<file path="src/rtl/conv_window_feeder.sv">
// conv_window_feeder: K-1 row line buffer turning a raster pixel stream into per-channel K-tap columns.
module conv_window_feeder #(
  parameter int BIT_WIDTH   = 8,
  parameter int KERNEL_SIZE = 5,
  parameter int CHANNEL     = 4,
  parameter int IMG_WIDTH   = 28,
  parameter int IMG_HEIGHT  = 28
) (
  input  logic                                   clk,
  input  logic                                   rst,
  input  logic                                   pix_valid,
  output logic                                   pix_ready,
  input  logic [BIT_WIDTH*CHANNEL-1:0]           pix_in,
  input  logic                                   hold,
  output logic                                   col_en,
  output logic [BIT_WIDTH*KERNEL_SIZE*CHANNEL-1:0] col_data,
  output logic                                   win_valid,
  output logic [$clog2(IMG_HEIGHT)-1:0]          row_idx,
  output logic [$clog2(IMG_WIDTH)-1:0]           col_idx,
  output logic                                   frame_done
);
  localparam int K  = KERNEL_SIZE;
  localparam int PW = BIT_WIDTH*CHANNEL;
  localparam int DW = BIT_WIDTH*K*CHANNEL;
  localparam int RW = $clog2(IMG_HEIGHT);
  localparam int CW = $clog2(IMG_WIDTH);
  localparam logic [RW-1:0] ROW_LAST = RW'(IMG_HEIGHT-1);
  localparam logic [RW-1:0] ROW_FILL = RW'(K-2);
  localparam logic [RW-1:0] ROW_WIN  = RW'(K-1);
  localparam logic [CW-1:0] COL_LAST = CW'(IMG_WIDTH-1);
  localparam logic [CW-1:0] COL_WIN  = CW'(K-1);
  typedef enum logic [1:0] {IDLE, FILL, STREAM, DONE} state_t;
  state_t state_q, state_d;
  logic [RW-1:0] row_q, row_d, row_idx_q, row_idx_d;
  logic [CW-1:0] col_q, col_d, col_idx_q, col_idx_d;
  logic [DW-1:0] col_data_q, col_data_d, col_next;
  logic rdy_q, col_en_q, col_en_d, win_valid_q, win_valid_d, frame_done_q, frame_done_d;
  logic acc, last_col, last_pix;
  logic [PW-1:0] lb [K-1][IMG_WIDTH];
  logic [PW-1:0] rd [K-1];
  always_comb begin
    pix_ready = rdy_q & ~hold & (state_q != DONE);
    acc = pix_valid & pix_ready;
    last_col = col_q == COL_LAST;
    last_pix = last_col & (row_q == ROW_LAST);
    state_d = state_q == DONE ? IDLE :
              !acc ? state_q :
              state_q == STREAM ? (last_pix ? DONE : STREAM) :
              (last_col & (row_q == ROW_FILL)) ? STREAM : FILL;
    col_d = acc ? (last_col ? '0 : col_q + 1'b1) : col_q;
    row_d = (acc & last_col) ? (row_q == ROW_LAST ? '0 : row_q + 1'b1) : row_q;
    for (int j = 0; j < K-1; j++) rd[j] = lb[j][col_q];
    col_next = '0;
    for (int c = 0; c < CHANNEL; c++) begin
      for (int j = 0; j < K-1; j++) col_next[(c*K+j)*BIT_WIDTH +: BIT_WIDTH] = rd[j][c*BIT_WIDTH +: BIT_WIDTH];
      col_next[(c*K+K-1)*BIT_WIDTH +: BIT_WIDTH] = pix_in[c*BIT_WIDTH +: BIT_WIDTH];
    end
    col_en_d     = acc;
    win_valid_d  = acc & (row_q >= ROW_WIN) & (col_q >= COL_WIN);
    col_data_d   = acc ? col_next : col_data_q;
    row_idx_d    = acc ? row_q : row_idx_q;
    col_idx_d    = acc ? col_q : col_idx_q;
    frame_done_d = state_q == DONE;
  end
  always_ff @(posedge clk or negedge rst) begin
    if (!rst) begin
      state_q      <= IDLE;
      rdy_q        <= 1'b0;
      row_q        <= '0;
      col_q        <= '0;
      col_en_q     <= 1'b0;
      win_valid_q  <= 1'b0;
      col_data_q   <= '0;
      row_idx_q    <= '0;
      col_idx_q    <= '0;
      frame_done_q <= 1'b0;
    end else begin
      state_q      <= state_d;
      rdy_q        <= 1'b1;
      row_q        <= row_d;
      col_q        <= col_d;
      col_en_q     <= col_en_d;
      win_valid_q  <= win_valid_d;
      col_data_q   <= col_data_d;
      row_idx_q    <= row_idx_d;
      col_idx_q    <= col_idx_d;
      frame_done_q <= frame_done_d;
    end
  end
  always_ff @(posedge clk) begin
    if (acc) begin
      for (int j = 0; j < K-2; j++) lb[j][col_q] <= rd[j+1];
      lb[K-2][col_q] <= pix_in;
    end
  end
  assign col_en     = col_en_q;
  assign col_data   = col_data_q;
  assign win_valid  = win_valid_q;
  assign row_idx    = row_idx_q;
  assign col_idx    = col_idx_q;
  assign frame_done = frame_done_q;
endmodule

</file>
<file path="config.mk">
export PLATFORM = sky130hd
export DESIGN_NAME = conv_window_feeder
export DESIGN_NICKNAME = d
export VERILOG_FILES = /design/src/rtl/conv_window_feeder.sv
export SDC_FILE = /design/constraint.sdc
export NUM_CORES = 2
export LEC_CHECK = 0
export CAP_MARGIN = 20
export CORE_MARGIN = 8
export CORE_UTILIZATION = 35
export DETAILED_ROUTE_END_ITERATION = 10
export GPL_TIMING_DRIVEN = 0
export PLACE_DENSITY_LB_ADDON = 0.12
export SETUP_SLACK_MARGIN = 0.5
export SYNTH_ARGS = -nofsm -noshare
export SYNTH_HDL_FRONTEND = slang
export SYNTH_SLANG_ARGS = --single-unit
</file>
<file path="constraint.sdc">
create_clock -name clk -period 7.41 [get_ports clk]
set_clock_uncertainty 0.05 [all_clocks]
set_input_delay 0.741 -clock clk [delete_from_list [all_inputs] [get_ports clk]]
set_output_delay 0.741 -clock clk [all_outputs]
set_load 0.01 [all_outputs]
</file>
== After elaboration in Yosys (flattened, before gate mapping) ==
Memory sizes are Yosys's and may differ from the RTL's.
Cells that the tools add are included.
Storage, ports and cells
  flip-flop bits (word level): 186
  bits in latches: 0
  bits in writable memories: 3584
  ROM bits: 0
  input port bits: 36
  output and inout bits: 174
  word-level logic and storage cells: 58
  memories: 1
Memories
  lb: words 4, width 896, read ports 4, clocked after memory_dff 0, write ports 4, line 39  | logic [PW-1:0] lb [K-1][IMG_WIDTH];
Operators by class
  add/sub/neg operators: 2
  multipliers: 0
  div/mod/pow operators: 0
  order comparisons: 4
  equality and inequality tests: 6
  shift-type cells: 0
  muxes and demuxes: 23
  bitwise operators: 10
  reduce and logical (&&, ||, !) cells: 2
Operators by type and width (count)
  two-way mux 896 bit: 1
  binary-select mux 32 bit (select 5 bit): 4
  two-way mux 32 bit: 9
  demux 32 bit (select 5 bit): 1
  adder 5 x 1 -> 5 bit (second input constant): 2
  == test 5 bit (second input constant): 2
  greater-or-equal comparator 5 x 3 -> 1 bit (second input constant): 2
  two-way mux 5 bit: 2
  bitwise AND 1 bit: 8
  two-way mux 2 bit: 4
  greater-or-equal comparator 6 bit (second input constant): 1
  < comparator 6 x 1 -> 1 bit (second input constant): 1
  inverter 5 -> 6 bit: 1
  == test 5 x 2 -> 1 bit (second input constant): 1
  == test 2 bit (second input constant): 2
  two-way mux 1 bit: 2
  != test 2 bit (second input constant): 1
  nonzero test 2 bit: 1
  logical AND 1 bit: 1
  inverter 1 bit: 1

== Logic depth before layout (Yosys ltp) ==
  depth after elaboration: 6
  depth in mapped cells: 10
  mapped depth without buffers: 6

== Worst setup path before layout ==
Ideal clock, no wire load.
  kind: in2reg
  start point: in hold
  end point: mem lb[0][416] (netlist bit), enable pin
  library setup time: 0.617 ns
  arrival: 7.182 ns
  required time: 6.743 ns
  path slack: -0.439 ns
  stages: 7
  cell sequence: nor2b_1 > nand3_1 > inv_1 > clkbuf_1 > clkbuf_1 > nand2_1 > nor2_1
RTL lines
  from (decl): line 14  | input logic hold,
  to (decl): line 39

==> results.toml <==
[grt]
grt_use_total_pct = 23.5
grt_pass1_wl_um = 682000
grt_max_degree = 57
antenna_found_initial = 59
grt_overflow = 0
grt_pass1_vias = 75578

[power]
power_frac_clock_pct = 29.4
powerDensity_nw_per_um2 = 403
ir_drop_uv = 248
leakagePower_uw = 0.0556
total_power_uw = 69400
p_switching_uw = 23100
internal_power_uw = 46300
p_seq_share_pct = 41.0
p_sw_share_pct = 33.2
combPwrFrac_pct = 29.6

[worst_setup_path]
slowest_delay_ps = 950
cpLargestDelayFamily = "buffers and inverters"
end_kind = "flip-flop"
worstPathCellList = "buf_2 -> buf_2 -> buf_2 -> nor2_1 -> clkbuf_1 -> clkbuf_1 -> nand2_1 -> nor2_4 -> buf_12 -> buf_12 -> buf_12"
start_kind = "flip-flop"
critPathRequiredTime_ps = 8010
crit_buf_inv = 8
cp.arrival_ps = 6470
cp_max_fo = 18
worstSetupPathType = "flip-flop to flip-flop"
cp_slowest_cell = "clkbuf_1"

[clocking]
clkSinkCount = 3770
insertion_delay_ps = 1000
post_cts_resized = 0
ctsHtreeMaxLevel = 5
clockRootBuffer = "clkbuf_16"
max-clock-path-buffers = 4
cts_tree = "built"
cts-buffers-inserted = 408
clkTransAtPathRegs_ps = 60
cts_setup_buffers = 0

[placement]
portBuffers = 209
gp_congestion = 0.783
dp_hpwl_um = 351000
dp.cells = 12648
place_area_um2 = 158000

[floorplan]
die_area_um2 = 426000
core_area_um2 = 405000
start_util_pct = 35.0
rows = 234
die_height_um = 653
io_pins = 210
die_w_um = 653

[synthesis]
ys_warn_count = 0
ys_seq_area_share_pct = 79.1
synth-xor-area-share_pct = 0.00617
synth-edff-count = 3584
async_flop_share_pct = 4.93
synth.ff_latch_count = 3770
synthesis.area_um2 = 142000
synth_cell_types = 62
syn-mean-instance-area_um2 = 21.3
syn_inst = 6678
synth-compound-area-share_pct = 3.54
ys_dominant_reg_cell = "edfxtp_1"
synth_top_family_by_area = "multiplexers"
muxShareOfSynthArea_pct = 14.4
synth-simple-area-share_pct = 1.64
syn-num-nets = 6720
synthAdderAreaFrac_pct = 0.0529

[layout]
drive_above_1_share_pct = 24.1
fillCellCount = 35251
utilization_pct = 42.5
fin_nets = 7700
final_cells = 13458
syn_to_final_growth_pct = 21.3
stdcell_area_um2 = 172000

[sta]
holdWs_ps = 268
worstMarginPinSlew_ps = 1270
hold_violations = 0
finalSetupViolations = 0
fmax_mhz = 170
finalCritPeriodShare_pct = 79.3
period_needed_ps = 5880
slew_viol_final = 0
grt_setup_unrepaired = "no"
relSlewSlack_pct = 15.7

[route]
dr.pass1.iters = 6
drc_errors = 0
avgRoutedWirePerCell_um = 38.2
wirelength_um = 514000
avgViaCountPerCell = 5.64
drt-initial-drc-count = 9527
drt.antenna.violating_nets = 0
num_vias = 75966

[hold_path]
hp-class = "input port to async pin"

[job]
maxCapViolCount = 0

[outcome]
status = "finished, final reports clean"
==> Yosys cell counts (18+ instances only) <==
cell,n,area (µm²)
a211oi_1,99,743
a21oi_1,41,205
a221oi_1,18,158
a22o_1,19,166
a22oi_1,198,1490
a31oi_1,25,156
and3_1,19,119
buf_1,19,71.3
buf_2,143,716
buf_4,25,188
buf_6,21,236
clkbuf_1,166,623
dfrtp_1,186,4650
edfxtp_1,3584,108000
mux2_2,78,878
mux2i_1,627,6280
mux4_2,589,13300
nand2_1,222,833
nand3_1,107,536
nor2_1,91,342
o21ai_0,23,115
o22ai_1,216,1350
==> metrics by stage <==
step / TNS [ps] / setup WS, ps
floorplan: -1311800 / -439
global placement: - / -13630
detailed placement: 0 / 1220
CTS: 0 / 1670
global route: 0 / 1620
finish: 0 / 1530
==> state kept, by name, summed over array words and instances (netlist names) <==
| register | flops |
|---|---|
| col_idx | 5 |
| win_valid | 1 |
| lb | 3584 |
| col_data | 160 |
| rdy_q | 1 |
| col_q | 5 |
| state_q | 2 |
| col_en | 1 |
| row_q | 5 |
| frame_done | 1 |
| row_idx | 5 |
==> worst paths after layout <==
kind	startpoint	to	slack, ps	cells after the start
worst max register to register	col_q[2]	lb[3][314]	1530	11
worst max-delay path	col_q[2]	lb[3][314]	1530	11
min in group clk	pix_in[30]	col_data[158]	370	3
worst min register to register	col_idx[4]	col_idx[4]	420	2
max in group asynchronous	rst	col_data[112]	5780	4
worst min-delay path	rst	col_data[52]	270	2
==> placed cells by master, fill, tap and decap left out, drive strengths merged, types with 186 or more instances in the layout <==
cell type,count
mux4,589
buf,563
clkdlybuf4s50,208
mux2i,627
o22ai,216
nand2,222
clkbuf,717
edfxtp,3584
a22oi,198
dfrtp,186
==> final cells by class <==
class / instances / area, µm² / share of cell area [%]
sequential: 3770 / 112000 / 65.2
multi-input combinational: 2524 / 28400 / 16.5
clock buffer: 545 / 11200 / 6.47
timing repair buffer: 570 / 9600 / 5.57
tap: 5428 / 6790 / 3.94
clock inverter: 213 / 2100 / 1.22
buffer: 375 / 1890 / 1.10
antenna: 24 / 60.1 / 0.0349
inverter: 9 / 41.3 / 0.0240
==> power groups by stage <==
| stage | clock network (µW) | logic [µW] | registers [µW] |
|---|---|---|---|
| finish | 20400 | 20500 | 28500 |
| global placement | 0 | 18200 | 29500 |
| detailed placement | 0 | 20300 | 29000 |
| global route | 21500 | 21200 | 28500 |
| CTS | 20700 | 20300 | 28500 |
| floorplan | 0 | 8600 | 29000 |
==> layer usage <==
metal | part of all wire, % | up-vias | global-route usage, %
met4 | 3.2 | 2 | 6.93
met2 | 47 | 3515 | 38.2
met1 | 42 | 41758 | 32.5
met5 | 0.0014 | - | 0
met3 | 7.8 | 718 | 4.00
li1 | - | 29973 | -
==> cell families (layout without fill, tap and decap cells) <==
family	Yosys count	count (layout)
xor gates and xnor gates	1	1
muxes	1294	1294
adders and majority gates	6	6
buffers and inverters	384	1712
other	1	25
and+or+nand+nor	512	512
AOI/OAI and AO/OA	710	710
DFF	3770	3770
==> worst register-to-register path: stages, from the launching register on <==
cell and delay (ps):
dfrtp_1 420, buf_2 190, buf_2 250, buf_2 250, nor2_1 250, clkbuf_1 960, clkbuf_1 880, nand2_1 530
nor2_4 920, buf_12 320, buf_12 240, buf_12 230
==> what timing repair did <==
| action | CTS | global route |
|---|---|---|
| endpoints found under the hold margin | 46 | 0 |
| endpoints found under the setup margin | 0 | 0 |
| hold buffers | 1 | 0 |
Power figures use the tool's default switching activity.
